--- src/rtl/grf_scoreboard.sv ---
// Purpose: decode-stage scoreboard tracking pending GPR writes; stalls issue on unresolved source hazards.
// Latency: stall/issue_fire are combinational (zero cycle); counters and err update on the next clk edge.
// Backpressure: stall holds issue while a source is pending beyond this cycle's writeback or the destination counter is full.
module grf_scoreboard #(
   parameter int Read_Num  = 2,
   parameter int Write_Num = 1,
   parameter int Cnt_W     = 2
) (
   input  logic                      clk,
   input  logic                      reset,
   input  logic                      flush,
   input  logic                      issue_valid,
   input  logic                      issue_wen,
   input  logic [4:0]                issue_wadd,
   input  logic [Read_Num-1:0][4:0]  Radds,
   input  logic [Write_Num-1:0]      WE,
   input  logic [Write_Num-1:0][4:0] Wadds,
   output logic                      stall,
   output logic                      issue_fire,
   output logic [31:0]               busy,
   output logic                      err
);

   // Arithmetic width wide enough for cnt + inc and for a retire count of every port.
   localparam int SW = Cnt_W + $clog2(Write_Num + 1) + 1;
   localparam logic [Cnt_W-1:0] CNT_MAX = {Cnt_W{1'b1}};

   logic [Cnt_W-1:0] cnt_q [32];
   logic [Cnt_W-1:0] cnt_d [32];
   logic             err_q;
   logic             err_d;
   logic [SW-1:0]    ret [32];
   logic             hazard;
   logic             dest_sat;

   // Count retiring writeback ports per register; $0 never retires.
   always_comb begin
      for (int r = 0; r < 32; r++) begin
         ret[r] = '0;
         for (int j = 0; j < Write_Num; j++) begin
            if (r != 0 && WE[j] && Wadds[j] == 5'(r)) begin
               ret[r] = ret[r] + SW'(1);
            end
         end
      end
   end

   // Stall decision: a source still pending after this cycle's retires, or a full destination counter.
   always_comb begin
      hazard = 1'b0;
      for (int i = 0; i < Read_Num; i++) begin
         // Equal count and retire means the GRF forwards the written value this cycle.
         if (Radds[i] != 5'd0 && SW'(cnt_q[Radds[i]]) > ret[Radds[i]]) begin
            hazard = 1'b1;
         end
      end
      dest_sat = issue_wen && issue_wadd != 5'd0 &&
                 cnt_q[issue_wadd] == CNT_MAX && ret[issue_wadd] == '0;
      stall      = issue_valid && (hazard || dest_sat);
      issue_fire = issue_valid && !stall && !flush;
   end

   // Next counter values: add the fired destination, subtract retires, clamp underflow to zero and flag it.
   always_comb begin
      err_d = err_q;
      for (int r = 0; r < 32; r++) begin
         logic [SW-1:0] sum;
         sum = SW'(cnt_q[r]);
         if (r != 0 && issue_fire && issue_wen && issue_wadd == 5'(r)) begin
            sum = sum + SW'(1);
         end
         if (ret[r] > sum) begin
            cnt_d[r] = '0;
            err_d    = 1'b1;
         end else begin
            cnt_d[r] = Cnt_W'(sum - ret[r]);
         end
      end
      cnt_d[0] = '0;
   end

   // Busy view comes from registered counts only.
   always_comb begin
      busy = '0;
      for (int r = 1; r < 32; r++) begin
         busy[r] = (cnt_q[r] != '0);
      end
   end

   assign err = err_q;

   // State update: reset beats flush; flush drops all pending writes and this cycle's writebacks, keeping err.
   always_ff @(posedge clk) begin
      if (reset) begin
         for (int r = 0; r < 32; r++) cnt_q[r] <= '0;
         err_q <= 1'b0;
      end else if (flush) begin
         for (int r = 0; r < 32; r++) cnt_q[r] <= '0;
      end else begin
         for (int r = 0; r < 32; r++) cnt_q[r] <= cnt_d[r];
         err_q <= err_d;
      end
   end

endmodule

--- config.mk ---
export PLATFORM = sky130hd
export DESIGN_NAME = grf_scoreboard
export DESIGN_NICKNAME = d
export VERILOG_FILES = /design/src/rtl/grf_scoreboard.sv
export SDC_FILE = /design/constraint.sdc
export NUM_CORES = 1
export LEC_CHECK = 0
export CAP_MARGIN = 20
export CORE_UTILIZATION = 45
export CTS_BUF_LIST = sky130_fd_sc_hd__clkbuf_8
export CTS_CLUSTER_DIAMETER = 200
export DETAILED_ROUTE_END_ITERATION = 12
export DONT_BUFFER_PORTS = 1
export GPL_TIMING_DRIVEN = 0
export PLACE_DENSITY_LB_ADDON = 0.15
export SETUP_SLACK_MARGIN = 0.05
export SLEW_MARGIN = 20
export SYNTH_ARGS = -nofsm -noshare
export SYNTH_HDL_FRONTEND = slang
export SYNTH_SLANG_ARGS = --single-unit
--- constraint.sdc ---
create_clock -name clk -period 12.2 [get_ports clk]
set_input_delay 2.44 -clock clk [delete_from_list [all_inputs] [get_ports clk]]
set_output_delay 2.44 -clock clk [all_outputs]
set_load 0.005 [all_outputs]
# Word-level counts from Yosys, hierarchy flattened
# Memory sizes are Yosys's and may differ from the RTL's.
# Index checks and enable logic that the tools add are counted.
# Widths: inputs -> output; s select.
word_totals:
  regBits: 1
  latch_bits: 0
  mem_bits_rw: 64
  romBits: 0
  input_bits: 26
  output_inout_bits: 35
  elab_cells: 551
  memories: 1
memory_table:
  columns: ["name", "depth", "word_bits", "rd", "rd_clocked_by_memory_dff", "write_ports", "line", "rtl"]
  rows:
  - ["cnt_q", 32, 2, 35, 0, 32, "28", "logic [Cnt_W-1:0] cnt_q [32];"]
op_classes:
  n_addsub: 62
  mul: 0
  div: 0
  magnitude_cmp: 37
  n_eq_ne: 63
  n_shift: 0
  n_mux: 208
  n_bitwise: 68
  n_reduce_logical: 111
op_table:
  columns: ["op", "n"]
  rows:
  - ["$mux 2", 95]
  - ["$eq 5x5->1 const B", 32]
  - ["$add 2x1->3 const B", 31]
  - ["$gt 1x3->1", 31]
  - ["$mux 3", 31]
  - ["$eq 5x4->1 const B", 16]
  - ["$mux 1", 73]
  - ["$logic_and 1x1->1", 71]
  - ["$or 1x1->1", 64]
  - ["$reduce_bool 2->1", 31]
  - ["$sub 2x1->2", 31]
  - ["$bmux 4 s5", 3]
  - ["$eq 5x3->1 const B", 8]
  - ["$reduce_bool 32->1", 1]
  - ["$mux 4", 6]
  - ["$eq 5x2->1 const B", 4]
  - ["$ge 6x6->1 const B", 3]
  - ["$not 5->6", 3]
  - ["$reduce_bool 5->1", 3]
  - ["$eq 5x1->1 const B", 2]
  - ["$gt 2x4->1", 2]
  - ["$logic_not 4->1", 1]
  - ["$eq 2x2->1 const B", 1]
  - ["$gt 1x2->1 const A", 1]
  - ["other kinds (4)", 5]

# Depth between registers and ports, before layout
# Gate-level depths: netlist of the first run.
logic_depth:
  word_depth: 50
  mapped_depth: 28
  mapped_depth_nobuf: 26

# Worst setup path after synthesis of the first run
# OpenSTA, ideal clock, no wires.
synth_timing:
  path_kind: "input -> output"
  startpoint: "in Wadds[0] in the netlist's numbering"
  endpoint: "out issue_fire"
  arrival_time_ps: 5950
  t_required_ps: 9760
  setup_slack_ps: 3810
  path_stages: 19
  path_buffers: 4
  path_cell_list: "clkbuf_1 buf_2 or3b_2 nor2_1 inv_1 mux4_2 o211ai_1 o21ai_0 o21ai_0 ha_1 nor2_1 nor3b_1 a222oi_1 o22ai_1 o221ai_1 nor3b_1 buf_4 buf_6 and2_1"
synth_via:
  elab_chain_cells: 15
  elab_cells_between_ends: 115
  classes_between: "order compare (2); eq/ne (31); mux (42); reduce/logical (40)"
synth_rtl:
  columns: ["item", "line", "rtl"]
  rows:
  - ["start: declaration", "17", "input logic [Write_Num-1:0][4:0] Wadds,"]
  - ["$eq 5x5->1 (tied with other cells)", "41", "if (r != 0 && WE[j] && Wadds[j] == 5'(r)) begin"]
  - ["$logic_and 1x1->1", "41", null]
  - ["$mux 1", "41", null]
  - ["$bmux 4 s5", "53", "if (Radds[i] != 5'd0 && SW'(cnt_q[Radds[i]]) > ret[Radds[i]]) begin"]
  - ["$mux 4 (not written as such) (2 in series)", "53", null]
  - ["$gt 2x4->1", "53", null]
  - ["$logic_and 1x1->1", "53", null]
  - ["$mux 1 (2 in series)", "53", null]
  - ["$logic_or 1x1->1 (*)", "59", "stall = issue_valid && (hazard || dest_sat);"]
  - ["$logic_and 1x1->1 (*)", "59", null]
  - ["$logic_not 1->1 (*)", "60", "issue_fire = issue_valid && !stall && !flush;"]
  - ["$logic_and 1x1->1 (*) (2 in series)", "60", null]
  - ["end: declaration", "19", "output logic issue_fire,"]
# Mark *: on every way between the ends. The rest lies on a longest branch, timed or not. The select of a mux whose other input is x is not followed.

# Final worst setup path of the first run
# Same ends and word-level chain as after synthesis.

==> impl_results.md, run 1 <==
- Pre-CTS setup slack: approximately 2800 ps
- Syn Std Cell Area: 0.009035 mm2
- Worst hold-check path type: register to register
- Synth warnings: 0
- Max-cap viol count: 0
- Die area: 0.02065 mm2
- Final core utilization: 0.4988
- Setup_tns: 0 ps
- Final critical-path setup slack: approximately 2600 ps
- Root Buffer: clkbuf_8
- Detail Route Antenna Nets: 0
- Mean area per synthesized cell: 8.928 um2
- Final instance area: 0.009772 mm2
- Via Count: 7855
- Crit path capture type: output port
- Fin crit share: 0.7852
- RSZ-0062 raised after global routing: no
- TritonCTS clock tree: yes
- Number of synthesized flops with an enable pin: 62
- Ys flop type: edfxtp_1
- Routed wire length: 28.47 mm
- H-tree levels: 3
- DR WL/cell: approximately 21 um
- Distinct cell type count after synthesis: 69
- IO Port Bufs: 0
- Number of global-route vias before repair: 7541
- List of most frequent post-synthesis cells: inv_1 (160), ha_1 (126), nor2_1 (126), edfxtp_1 (62), mux2i_1 (57)
- Sinks on Clock Net: 63
- Sequential share of the synthesized area: 0.2083
- Worst setup path class: input port to output port
- Initial core utilization: 0.4612
- Share of cells above drive strength 1: 0.1092
- Nets: between 1000 and 1500
- Total grt overflow: 0
- Hold buffers post-CTS: 0
- Pwr Density: ~67 mW/mm2
- Final hold violations: 0
- Worst slew margin: 0.1836
- CTS buffer count: 9
- Die Span X: 143.7 um
- Placed instance area: 0.009608 mm2
- I/O pin count: 61
- Initial antenna violation count: 0
- Final setup violation count: 0
- Clock Pin Slew Worst Setup and Hold Paths: 80 ps
- Synth top area cells: edfxtp_1 (21%), ha_1 (17%), mux4_2 (12%)
- Pins Over Slew Limit: 0
- Clk_skew: 4.838 ps
- Async S/R FF share, synth: 0
- Global-route wire length before repair: 43.30 mm
- Largest net degree at the start of global routing: 12
- Area Overhead vs Synth: 8.157%
- Synth area leader: edfxtp_1
- Vias per inst: 5.797
- Fin cells: ~1400
- Synth top area share: 0.2061
- Post-CTS Setup Inserts: 0
- Worst skew pair latency: 390 ps
- First DRT Iteration DRCs: a little under 800
- LEAKAGE: 4.402 nW
- # diodes: 0
- FMAX: 0.1044 GHz
- Row cnt: 51
- Total track usage: 0.2890
- Minimum clock period: 9580 ps
- Syn Inst Count: 1012
- Slew @ Worst Pin: 1220 ps
- Die outline height: 143.7 um
- Drt drc: 0
- Clock Tree Buf Depth: 2
- #FFs+latches synth: 63
- Req. time, crit path: 9760 ps
- Routability Congestion: 1.000
- Hold WS: roughly 610 ps
- Type of origin of the critical path: input port
- CP max FO: 10
- Detailed Routing Iterations Pass 1: 6
- Total power: ~0.66 mW
- Hpwl dp: 22.76 mm
- Max rail drop VDD: 47.59 uV
- Status: finished clean
- WP data arrival: 7140 ps
- Cells after DPL: about 1300
- Count leader, synth: inv_1
- Area of the core: 0.01959 mm2
- Post-CTS Resized: 0
[registers in the layout, indices dropped and copies added, names as in the netlist]
signal,count
err,1
cnt_q,62
[cell families (layout without fill, tap and decap cells)]
family,after synthesis,count (layout),synth area share
buffers and inverters,207,224,0.09154
flip-flops,63,63,0.2083
AND/OR/NAND/NOR,341,341,0.1840
adder cells (fa/ha/maj),126,126,0.1745
AO/OA/AOI/OAI,80,80,0.06634
multiplexers,122,122,0.2056
XOR/XNOR,71,71,0.06883
other,2,63,0.0008312
[cell usage in the layout, fill, tap and decap left out, types with 4 or more instances in the layout]
master    instances
nor3b_1           4
nand4_1          15
a21oi_1          11
edfxtp_1         62
nor4_1           17
nand2b_1         13
a22oi_1           7
or2_2             7
and2_1            7
xnor2_1          37
or3_1             4
mux2i_1          57
xor2_1           34
inv_1           160
mux4_2           49
nand3_1          30
o22ai_1           4
mux2_2           15
buf_2            16
nor2b_1          15
nor2_1          126
conb_1           63
nand2_1          51
o21ai_0          16
clkinv_2          5
clkbuf_8          9
a31oi_1           5
clkbuf_1         22
buf_4             5
ha_1            126
nor3_1           33
[worst paths after layout]
kind	start	to	slack (ps)	cells past startpoint
min	err$_SDFFE_PP0P_	err$_SDFFE_PP0P_	610	2
min reg2reg	err$_SDFFE_PP0P_	err$_SDFFE_PP0P_	610	2
max	Wadds[0]	issue_fire	2620	19
max reg2reg	cnt_q[20][0]$_SDFFCE_PP0P_	err$_SDFFE_PP0P_	5970	20
[layer usage]
layer	global-route usage	wire length, um	up-vias	part of all wire
met5	0	0	-	0
met4	0.1092	786	0	0.028
met3	0.07364	2901	57	0.10
met2	0.4573	12630	384	0.44
met1	0.3775	12160	3798	0.43
li1	-	-	3616	-
[report_power, final]
group	internal (mW)	switching (mW)	total (mW)
Sequential	0.251	0.0223	0.273
Combinational	0.0857	0.127	0.212
Clock	0.0717	0.0986	0.170
Total	0.408	0.248	0.656
[worst max-delay path, cell delays in order]
cell and delay [ps]:
clkbuf_1 270, buf_2 290, or3b_2 620, nor2_1 260
inv_1 110, mux4_2 510, o211ai_1 210, o21ai_0 100
o21ai_0 210, ha_1 180, nor2_1 80, a211oi_1 220
a222oi_1 130, o22ai_1 190, o221ai_1 290, nor3b_1 380
buf_4 280, buf_6 200, and2_1 160
[cell type report]
| type | count | area, um2 |
|---|---|---|
| Clock inverter | 7 | 40.04 |
| Timing Repair Buffer | 1 | 7.507 |
| Multi-Input combinational cell | 803 | 6560 |
| Fill cell | 1938 | 9818 |
| Buffer | 47 | 226.5 |
| Sequential cell | 63 | 1882 |
| Clock buffer | 9 | 123.9 |
| Tap cell | 265 | 331.6 |
| Inverter | 160 | 600.6 |
Note: power is estimated with default switching activity, not from simulation.
==> run 2: changes to the inputs <==
- clock period: 12.2 -> 9.3 ns (I/O delays scaled with it)
==> results of run 2 <==
The final DEF is identical to that of run 1. Status: finished clean.
Main changes from that run: setup slack after placement 2782 ps -> 671.3 ps; setup slack after layout 2620 ps -> 757.9 ps; end point of the critical path issue_fire -> err$_SDFFE_PP0P_; register-to-register setup slack 5970 ps -> 3070 ps; total power 0.6556 mW -> 0.8600 mW; worst IR drop on VDD 47.59 uV -> 62.43 uV
==> run 3: changes to the inputs <==
- CTS_CLUSTER_SIZE: unset -> 30
==> results of run 3 <==
The final DEF is identical to that of run 1. Status: finished clean.
Main changes from that run: setup slack after placement 2782 ps -> 671.3 ps; setup slack after layout 2620 ps -> 757.9 ps; end point of the critical path issue_fire -> err$_SDFFE_PP0P_; register-to-register setup slack 5970 ps -> 3070 ps; total power 0.6556 mW -> 0.8600 mW; worst IR drop on VDD 47.59 uV -> 62.43 uV
